`src/rtl/uart_32_bit_tx_fifo_if.sv`:
```
// Handshake and status bundle between the UART TX word FIFO and its surroundings.
// The register interface and the transmitter share the master side; the FIFO is the slave.
interface uart_32_bit_tx_fifo_if #(
  parameter int DATA_WIDTH = 32,
  parameter int ADDR_WIDTH = 3
);
  logic                  wr_en;
  logic [DATA_WIDTH-1:0] wr_data;
  logic                  flush;
  logic                  clr_overflow;
  logic                  tx_ready;
  logic                  tx_valid;
  logic [DATA_WIDTH-1:0] tx_data;
  logic [ADDR_WIDTH:0]   count;
  logic                  empty;
  logic                  full;
  logic                  afull;
  logic                  overflow;

  modport slave (
    input  wr_en, wr_data, flush, clr_overflow, tx_ready,
    output tx_valid, tx_data, count, empty, full, afull, overflow
  );

  modport master (
    output wr_en, wr_data, flush, clr_overflow, tx_ready,
    input  tx_valid, tx_data, count, empty, full, afull, overflow
  );
endinterface

```
`src/rtl/uart_32_bit_tx_fifo.sv`:
```
// First-word-fall-through word FIFO feeding the 32-bit UART transmitter.
// Status flags decode the registered occupancy only, so no input reaches an output combinationally.
module uart_32_bit_tx_fifo #(
  parameter int DATA_WIDTH  = 32,
  parameter int DEPTH       = 8,
  parameter int ADDR_WIDTH  = $clog2(DEPTH),
  parameter int AFULL_LEVEL = 6
) (
  input logic                   clk,
  input logic                   rst,
  uart_32_bit_tx_fifo_if.slave  bus
);

  localparam logic [ADDR_WIDTH-1:0] PTR_ONE   = ADDR_WIDTH'(1);
  localparam logic [ADDR_WIDTH:0]   CNT_ONE   = (ADDR_WIDTH+1)'(1);
  localparam logic [ADDR_WIDTH:0]   CNT_FULL  = (ADDR_WIDTH+1)'(DEPTH);
  localparam logic [ADDR_WIDTH:0]   CNT_AFULL = (ADDR_WIDTH+1)'(AFULL_LEVEL);

  logic [DATA_WIDTH-1:0] mem_q [DEPTH];
  logic [ADDR_WIDTH-1:0] wr_ptr_q, wr_ptr_d;
  logic [ADDR_WIDTH-1:0] rd_ptr_q, rd_ptr_d;
  logic [ADDR_WIDTH:0]   count_q, count_d;
  logic                  overflow_q, overflow_d;
  logic                  push, pop, drop, mem_we;

  // NOTE: every signal gets a default at the top of always_comb so no path leaves it unassigned (no latch).
  always_comb begin
    pop        = (count_q != '0) & bus.tx_ready;
    push       = bus.wr_en & ((count_q != CNT_FULL) | pop);
    drop       = bus.wr_en & (count_q == CNT_FULL) & ~pop;
    wr_ptr_d   = wr_ptr_q;
    rd_ptr_d   = rd_ptr_q;
    count_d    = count_q;
    overflow_d = overflow_q;
    mem_we     = 1'b0;

    // Flush wins over any simultaneous push or pop.
    if (bus.flush) begin
      wr_ptr_d = '0;
      rd_ptr_d = '0;
      count_d  = '0;
    end else begin
      if (push) begin
        mem_we   = 1'b1;
        wr_ptr_d = wr_ptr_q + PTR_ONE;
      end
      if (pop) begin
        rd_ptr_d = rd_ptr_q + PTR_ONE;
      end
      case ({push, pop})
        2'b10:   count_d = count_q + CNT_ONE;
        2'b01:   count_d = count_q - CNT_ONE;
        default: count_d = count_q;
      endcase
    end

    // Sticky flag: a dropped word beats a simultaneous clear; flush leaves it alone.
    if (drop) begin
      overflow_d = 1'b1;
    end else if (bus.clr_overflow) begin
      overflow_d = 1'b0;
    end
  end

  // NOTE: sequential state uses non-blocking assignments so every flop samples pre-edge values.
  always_ff @(posedge clk) begin
    if (rst) begin
      wr_ptr_q   <= '0;
      rd_ptr_q   <= '0;
      count_q    <= '0;
      overflow_q <= 1'b0;
    end else begin
      wr_ptr_q   <= wr_ptr_d;
      rd_ptr_q   <= rd_ptr_d;
      count_q    <= count_d;
      overflow_q <= overflow_d;
    end
  end

  // NOTE: storage is deliberately not reset; contents are only meaningful behind a valid count.
  always_ff @(posedge clk) begin
    if (mem_we) begin
      mem_q[wr_ptr_q] <= bus.wr_data;
    end
  end

  assign bus.tx_data  = mem_q[rd_ptr_q];
  assign bus.tx_valid = (count_q != '0);
  assign bus.empty    = (count_q == '0);
  assign bus.full     = (count_q == CNT_FULL);
  assign bus.afull    = (count_q >= CNT_AFULL);
  assign bus.count    = count_q;
  assign bus.overflow = overflow_q;

endmodule

```
`src/flat_wrapper.sv`:
```
// flat-port wrapper written by rule: the top's interface ports become plain ports
module uart_32_bit_tx_fifo_flat 
#(
  parameter int DATA_WIDTH  = 32,
  parameter int DEPTH       = 8,
  parameter int ADDR_WIDTH  = $clog2(DEPTH),
  parameter int AFULL_LEVEL = 6
)
  (clk, rst, bus_wr_en, bus_wr_data, bus_flush, bus_clr_overflow, bus_tx_ready, bus_tx_valid, bus_tx_data, bus_count, bus_empty, bus_full, bus_afull, bus_overflow);
  uart_32_bit_tx_fifo_if #(.DATA_WIDTH(DATA_WIDTH), .ADDR_WIDTH(ADDR_WIDTH)) bus_i ();
  input logic clk;
  input logic rst;
  input wire logic [$bits(bus_i.wr_en)-1:0] bus_wr_en;
  input wire logic [$bits(bus_i.wr_data)-1:0] bus_wr_data;
  input wire logic [$bits(bus_i.flush)-1:0] bus_flush;
  input wire logic [$bits(bus_i.clr_overflow)-1:0] bus_clr_overflow;
  input wire logic [$bits(bus_i.tx_ready)-1:0] bus_tx_ready;
  output wire logic [$bits(bus_i.tx_valid)-1:0] bus_tx_valid;
  output wire logic [$bits(bus_i.tx_data)-1:0] bus_tx_data;
  output wire logic [$bits(bus_i.count)-1:0] bus_count;
  output wire logic [$bits(bus_i.empty)-1:0] bus_empty;
  output wire logic [$bits(bus_i.full)-1:0] bus_full;
  output wire logic [$bits(bus_i.afull)-1:0] bus_afull;
  output wire logic [$bits(bus_i.overflow)-1:0] bus_overflow;
  assign bus_i.wr_en = bus_wr_en;
  assign bus_i.wr_data = bus_wr_data;
  assign bus_i.flush = bus_flush;
  assign bus_i.clr_overflow = bus_clr_overflow;
  assign bus_i.tx_ready = bus_tx_ready;
  assign bus_tx_valid = bus_i.tx_valid;
  assign bus_tx_data = bus_i.tx_data;
  assign bus_count = bus_i.count;
  assign bus_empty = bus_i.empty;
  assign bus_full = bus_i.full;
  assign bus_afull = bus_i.afull;
  assign bus_overflow = bus_i.overflow;
  uart_32_bit_tx_fifo #(.DATA_WIDTH(DATA_WIDTH), .DEPTH(DEPTH), .ADDR_WIDTH(ADDR_WIDTH), .AFULL_LEVEL(AFULL_LEVEL)) u_core (.clk(clk), .rst(rst), .bus(bus_i));
endmodule
```
`config.mk`:
```
export PLATFORM = sky130hd
export DESIGN_NAME = uart_32_bit_tx_fifo_flat
export DESIGN_NICKNAME = d
export VERILOG_FILES = /design/src/rtl/uart_32_bit_tx_fifo_if.sv /design/src/rtl/uart_32_bit_tx_fifo.sv /design/src/flat_wrapper.sv
export SDC_FILE = /design/constraint.sdc
export NUM_CORES = 1
export LEC_CHECK = 0
export CORE_UTILIZATION = 34
export DETAILED_ROUTE_END_ITERATION = 10
export GPL_ROUTABILITY_DRIVEN = 0
export PLACE_DENSITY_LB_ADDON = 0.15
export SYNTH_ARGS = -nofsm -noshare
export SYNTH_HDL_FRONTEND = slang
export SYNTH_SLANG_ARGS = --single-unit
```
`constraint.sdc`:
```
create_clock -name clk -period 6.82 [get_ports clk]
set_input_delay 1.705 -clock clk [delete_from_list [all_inputs] [get_ports clk]]
set_output_delay 1.705 -clock clk [all_outputs]
set_load 0.02 [all_outputs]
```
==> results of run 1 <==
cell families after synthesis:
kind of cell,after synthesis
AO/OA/AOI/OAI,14
XOR/XNOR,6
adder cells (fa/ha/maj),5
buffers and inverters,25
flip-flops,270
multiplexers,97
AND/OR/NAND/NOR,43
synthesized netlist by cell type (all sizes together) (2+ instances only):
cell,n
nand2b,2
ha,5
or2,2
o211ai,2
or4,2
clkbuf,7
dfxtp,14
buf,15
o21ai,4
edfxtp,256
mux2,32
mux4,64
nand2,7
nand3,4
inv,3
a21oi,6
nor4,2
nor2,18
xor2,6
per-stage QoR:
step / cell area, µm² / cells / worst slack (ps)
6_report: 12600 / 966 / 1710
5_1_grt: 12600 / 966 / 1490
2_1_floorplan: 10500 / 460 / 1230
3_3_place_gp: 11800 / 916 / 2220
3_5_place_dp: 11800 / 916 / 2170
4_1_cts: 12600 / 966 / 1570
worst register-to-register path, cell delays in order, from the launching register on:
cell and delay, ps:
dfxtp_1 400, or4_1 640, nand2_1 170, inv_1 80, ha_1 270, xor2_1 170, ha_1 200, a21oi_1 150
xor2_1 100, or3_1 320, a21oi_1 150
layer usage:
layer	vias up	part of all wire	GRT usage
met2	98	0.51	0.235
li1	2131	-	-
met3	36	0.042	0.0255
met1	2515	0.43	0.167
met4	0	0.021	0.0399
met5	-	0	0
power by group:
group / leakage, µW / internal (µW) / switching (µW)
Combinational: 0.00108 / 72.4 / 71.3
Clock: 0.000444 / 868 / 580
Sequential: 0.00243 / 1830 / 10.2
Total: 0.00395 / 2770 / 662
state kept, by name, indices dropped and copies added, names as in the netlist, named ones only:
| name | count |
|---|---|
| u_core.rd_ptr_q | 3 |
| u_core.bus.count | 4 |
| u_core.mem_q | 256 |
| u_core.wr_ptr_q | 3 |
| u_core.bus.overflow | 1 |
area by class of cell:
| class | instances | share of cell area |
|---|---|---|
| Sequential cell | 270 | 0.631 |
| Multi-Input combinational cell | 165 | 0.191 |
| Timing Repair Buffer | 88 | 0.0677 |
| Tap cell | 390 | 0.0386 |
| Inverter | 3 | 0.000891 |
| Clock inverter | 9 | 0.00544 |
| Clock buffer | 41 | 0.0650 |
cell usage in the layout (no fill, tap or decap), types with 2 or more instances in the layout:
cell and count:
xor2_1 6, nor2_4 6, dfxtp_1 11, nor4_2 2, buf_4 10, clkbuf_1 8, ha_1 5, a21oi_1 5
inv_1 3, clkbuf_16 30, nand2_1 7, dfxtp_4 2, nand3_1 4, clkdlybuf4s50_1 78, nand2b_1 2, mux4_2 34
mux2_2 32, clkinv_2 7, nor2_1 12, edfxtp_1 256, or4_1 2, o21ai_0 3, clkbuf_8 3, mux4_1 30
final timing paths:
kind | end | depth (start not counted) | start | slack [ps]
min | flop | 2 | u_core.rd_ptr_q[1] | 490
max reg2reg | u_core.bus.count[2] | 10 | u_core.bus.count[0] | 4090
max | bus_tx_data[22] | 4 | flop | 1710
min reg2reg | flop | 2 | u_core.rd_ptr_q[1] | 490
==> qor.yml, run 1 <==
outcome: "finished clean"
setup_violations: 0
postCtsResizedCells: 0
clockBufferDepth: 3
core-area_um2: 30000
synth_seq_area_share: 0.759
worstPathRequired_ps: 5120
path_delay_family: "flip-flops"
worst_ir_drop_vdd_uv: 197
syn_avg_cell_area_um2: 22.8
synth_area_leaders: "edfxtp_1 (73%), mux4_1 (7.5%), mux4_2 (7.3%)"
yosys.area.top_type_share: 0.733
post-dp-hpwl_um: 10700
synth.distinct_cells: 36
vias: 4780
maxCapViolCount: 0
slew_violations: 0
yosysTopAreaCell: "edfxtp_1"
synth-xor-area-share: 0.00501
synthCells: 460
vias_per_cell: 4.95
drt-initial-drc-count: 416
grt_start_max_net_pins: 65
grt_overflow: 0
multiInputGateArea_um2: 2420
initial_utilization: 0.349
cts_hold_buf: 0
portBuffers: 78
crit_type: "reg2out"
max_stage_delay_ps: 1010
post_drt_wl_per_cell_um: 21.2
cts_buffers: 28
rows: 63
rsz0062_at_grt: "no"
holdCritPathClass: "reg2reg"
critPathSlowestCell: "dfxtp_4"
worst_slew_pin_slew_ps: 1000
routed_wl_um: 20500
drive_gt1_frac: 0.234
synth-simple-area-share: 0.0212
crit_fanout: 52
arrival_ps: 3400
htree_levels: 1
synthMuxAreaShare: 0.183
synth_compound_area_frac: 0.00954
worstPathCellList: "buf_4, mux4_1, mux2_2, clkdlybuf4s50_1"
startpoint_type: "flop"
synth_top_family_by_area: "multiplexers"
grt_pass1_wl_um: 31100
clkSinkCount: 270
syn-num-nets: 503
clkTransAtPathRegs_ps: 60
powerDensity_nw_per_um2: 271
fin_crit_sh: 0.749
slew_headroom: 0.331
skew_ps: 22.6
max_freq_mhz: 196
antenna_found_initial: 0
end_kind: "primary output"
holdWs_ps: 489
grt_usage: 0.134
post-cts-setup-buffers: 0
final_antenna_net_count: 0
utilization: 0.421
synth_edf_count: 256
cts_tree: "done"
finalPower_uw: 3430
seq_area_um2: 7980
p_leak_uw: 0.00395
clockRootBuffer: "clkbuf_16"
first_pass_iters: 4
die_area_um2: 31600
area_growth_pct: 20.5
fin_crit_ps: 5110
worst-path-buf-inv: 2
n_fill_cell: 2581
synth-main-ff-cell: "edfxtp_1"
clk-insertion-delay-late_ps: 530
grt_pass1_vias: 5284
finalSetupTns_ps: 0
die_w_um: 178
antenna_cells: 0
drc_errors: 0
num_io_pins: 79
nNetsFinal: 599
die_h_um: 178
syn_area_um2: 10500
synth-adder-area-share: 0.00596
async_reset_ff_frac: 0
yosys_warnings: 0
ys_ff_latch: 270
timing_hold_violations_final: 0
(Power assumes the default switching activity.)
==> inputs of run 2 (changes only) <==
==> constraint.sdc (replaced) <==
create_clock -name clk -period 5.2 [get_ports clk]
set_input_delay 1.3 -clock clk [delete_from_list [all_inputs] [get_ports clk]]
set_output_delay 1.3 -clock clk [all_outputs]
set_load 0.02 [all_outputs]
==> qor.yml, run 2 (synthesized netlist as in run 1, its figures left out) <==
registers.top_by_ff_count: "u_core.mem_q"
max_freq_mhz: 229
die_h_um: 178
post_drt_wl_per_cell_um: 21.5
cts_tree: "done"
grt_pass1_wl_um: 31500
holdWs_ps: 474
vias: 4815
antenna_cells: 0
fin_crit_sh: 0.840
portBuffers: 78
wl_met2_um: 10600
clockBufferDepth: 3
crit_end: "bus_tx_data[18]"
final_antenna_net_count: 0
reg2reg_slack_ps: 2570
drt-initial-drc-count: 274
post-cts-setup-buffers: 0
grt_pass1_vias: 5234
timing_hold_violations_final: 0
dr_wl_met3_um: 839
startpoint_type: "flop"
crit_type: "reg2out"
clkSinkCount: 270
end_kind: "primary output"
finalSetupTns_ps: 0
die_w_um: 178
postCtsResizedCells: 0
post-dp-hpwl_um: 11500
seq_area_um2: 7980
p_leak_uw: 0.00393
slew_headroom: 0.350
holdCritPathClass: "reg2reg"
clkTransAtPathRegs_ps: 60
wl_met1_um: 8920
fin_crit_ps: 4370
clk-insertion-delay-late_ps: 530
routed_wl_um: 20700
cts_buffers: 28
grt_overflow: 0
slew_violations: 0
crit_fanout: 35
r2r-end: "u_core.bus.count[2]"
core-area_um2: 30000
worstPathRequired_ps: 3900
area_growth_pct: 20.3
rows: 63
die_area_um2: 31600
reg2reg_depth: 10
grt_start_max_net_pins: 65
reg2reg_from: "u_core.bus.count[0]"
drc_errors: 0
drive_gt1_frac: 0.229
dp_cells: 917
vias_per_cell: 5.00
routed.top_layer: "met4"
arrival_ps: 3070
cts_hold_buf: 0
maxCapViolCount: 0
antenna_found_initial: 0
worst_slew_pin_slew_ps: 974
final_cell_mix: "edfxtp_1 (256), clkdlybuf4s50_1 (78), mux4_2 (34)"
setup_violations: 0
skew_ps: 9.99
placed_area_um2: 11800
finalPower_uw: 4460
multiInputGateArea_um2: 2420
num_io_pins: 79
initial_utilization: 0.349
final_cell_count_no_fill: 963
outcome: "finished clean"
largest_reg_flops: 256
nNetsFinal: 600
first_pass_iters: 4
fin_area_um2: 12600
rsz0062_at_grt: "no"
clockRootBuffer: "clkbuf_16"
powerDensity_nw_per_um2: 353
layout_commonest_cell: "edfxtp_1"
n_fill_cell: 2585
worst_ir_drop_vdd_uv: 283
htree_levels: 1
grt_usage: 0.135
==> run 2: power breakdown <==
part	internal [µW]	switching [µW]	leakage [µW]
Sequential	2400	10.1	0.00243
Clock	1100	762	0.000416
Combinational	95.6	96.1	0.00109
==> run 2: worst max-delay path, stage by stage (launching register included) <==
cell and delay [ps]:
dfxtp_4 730, buf_12 360, mux4_1 600, mux2_2 290, clkdlybuf4s50_1 540
==> run 2: final cells by class <==
class	instances	share of cell area
Tap cell	390	0.0387
Sequential cell	270	0.632
Timing Repair Buffer	89	0.0694
Clock inverter	15	0.00932
Inverter	3	0.000892
Clock buffer	31	0.0581
Multi-Input combinational cell	165	0.192
==> run 2: worst min-delay path by stage <==
| stage | slack, ps | startpoint | to | cells past startpoint |
|---|---|---|---|---|
| final | 470 | u_core.rd_ptr_q[1] | flop | 2 |
| after global routing | 530 | u_core.rd_ptr_q[1] | flop | 2 |
| after CTS | 480 | u_core.rd_ptr_q[1] | flop | 2 |
| after detailed placement | 470 | u_core.rd_ptr_q[1] | flop | 2 |
| after global placement | 460 | u_core.rd_ptr_q[1] | flop | 2 |
| after floorplan | 450 | u_core.rd_ptr_q[1] | flop | 2 |
==> run 2: metrics by stage <==
stage	utilization	setup slack, ps
finish	0.420	831
global route	0.420	642
CTS	0.420	731
detailed placement	0.392	1310
global placement	0.392	1310
floorplan	-	11.1
==> run 2: routing by layer <==
layer,GRT usage,vias up
met1,0.174,2562
met2,0.236,96
met5,0,-
met3,0.0249,27
li1,-,2130
met4,0.0317,0
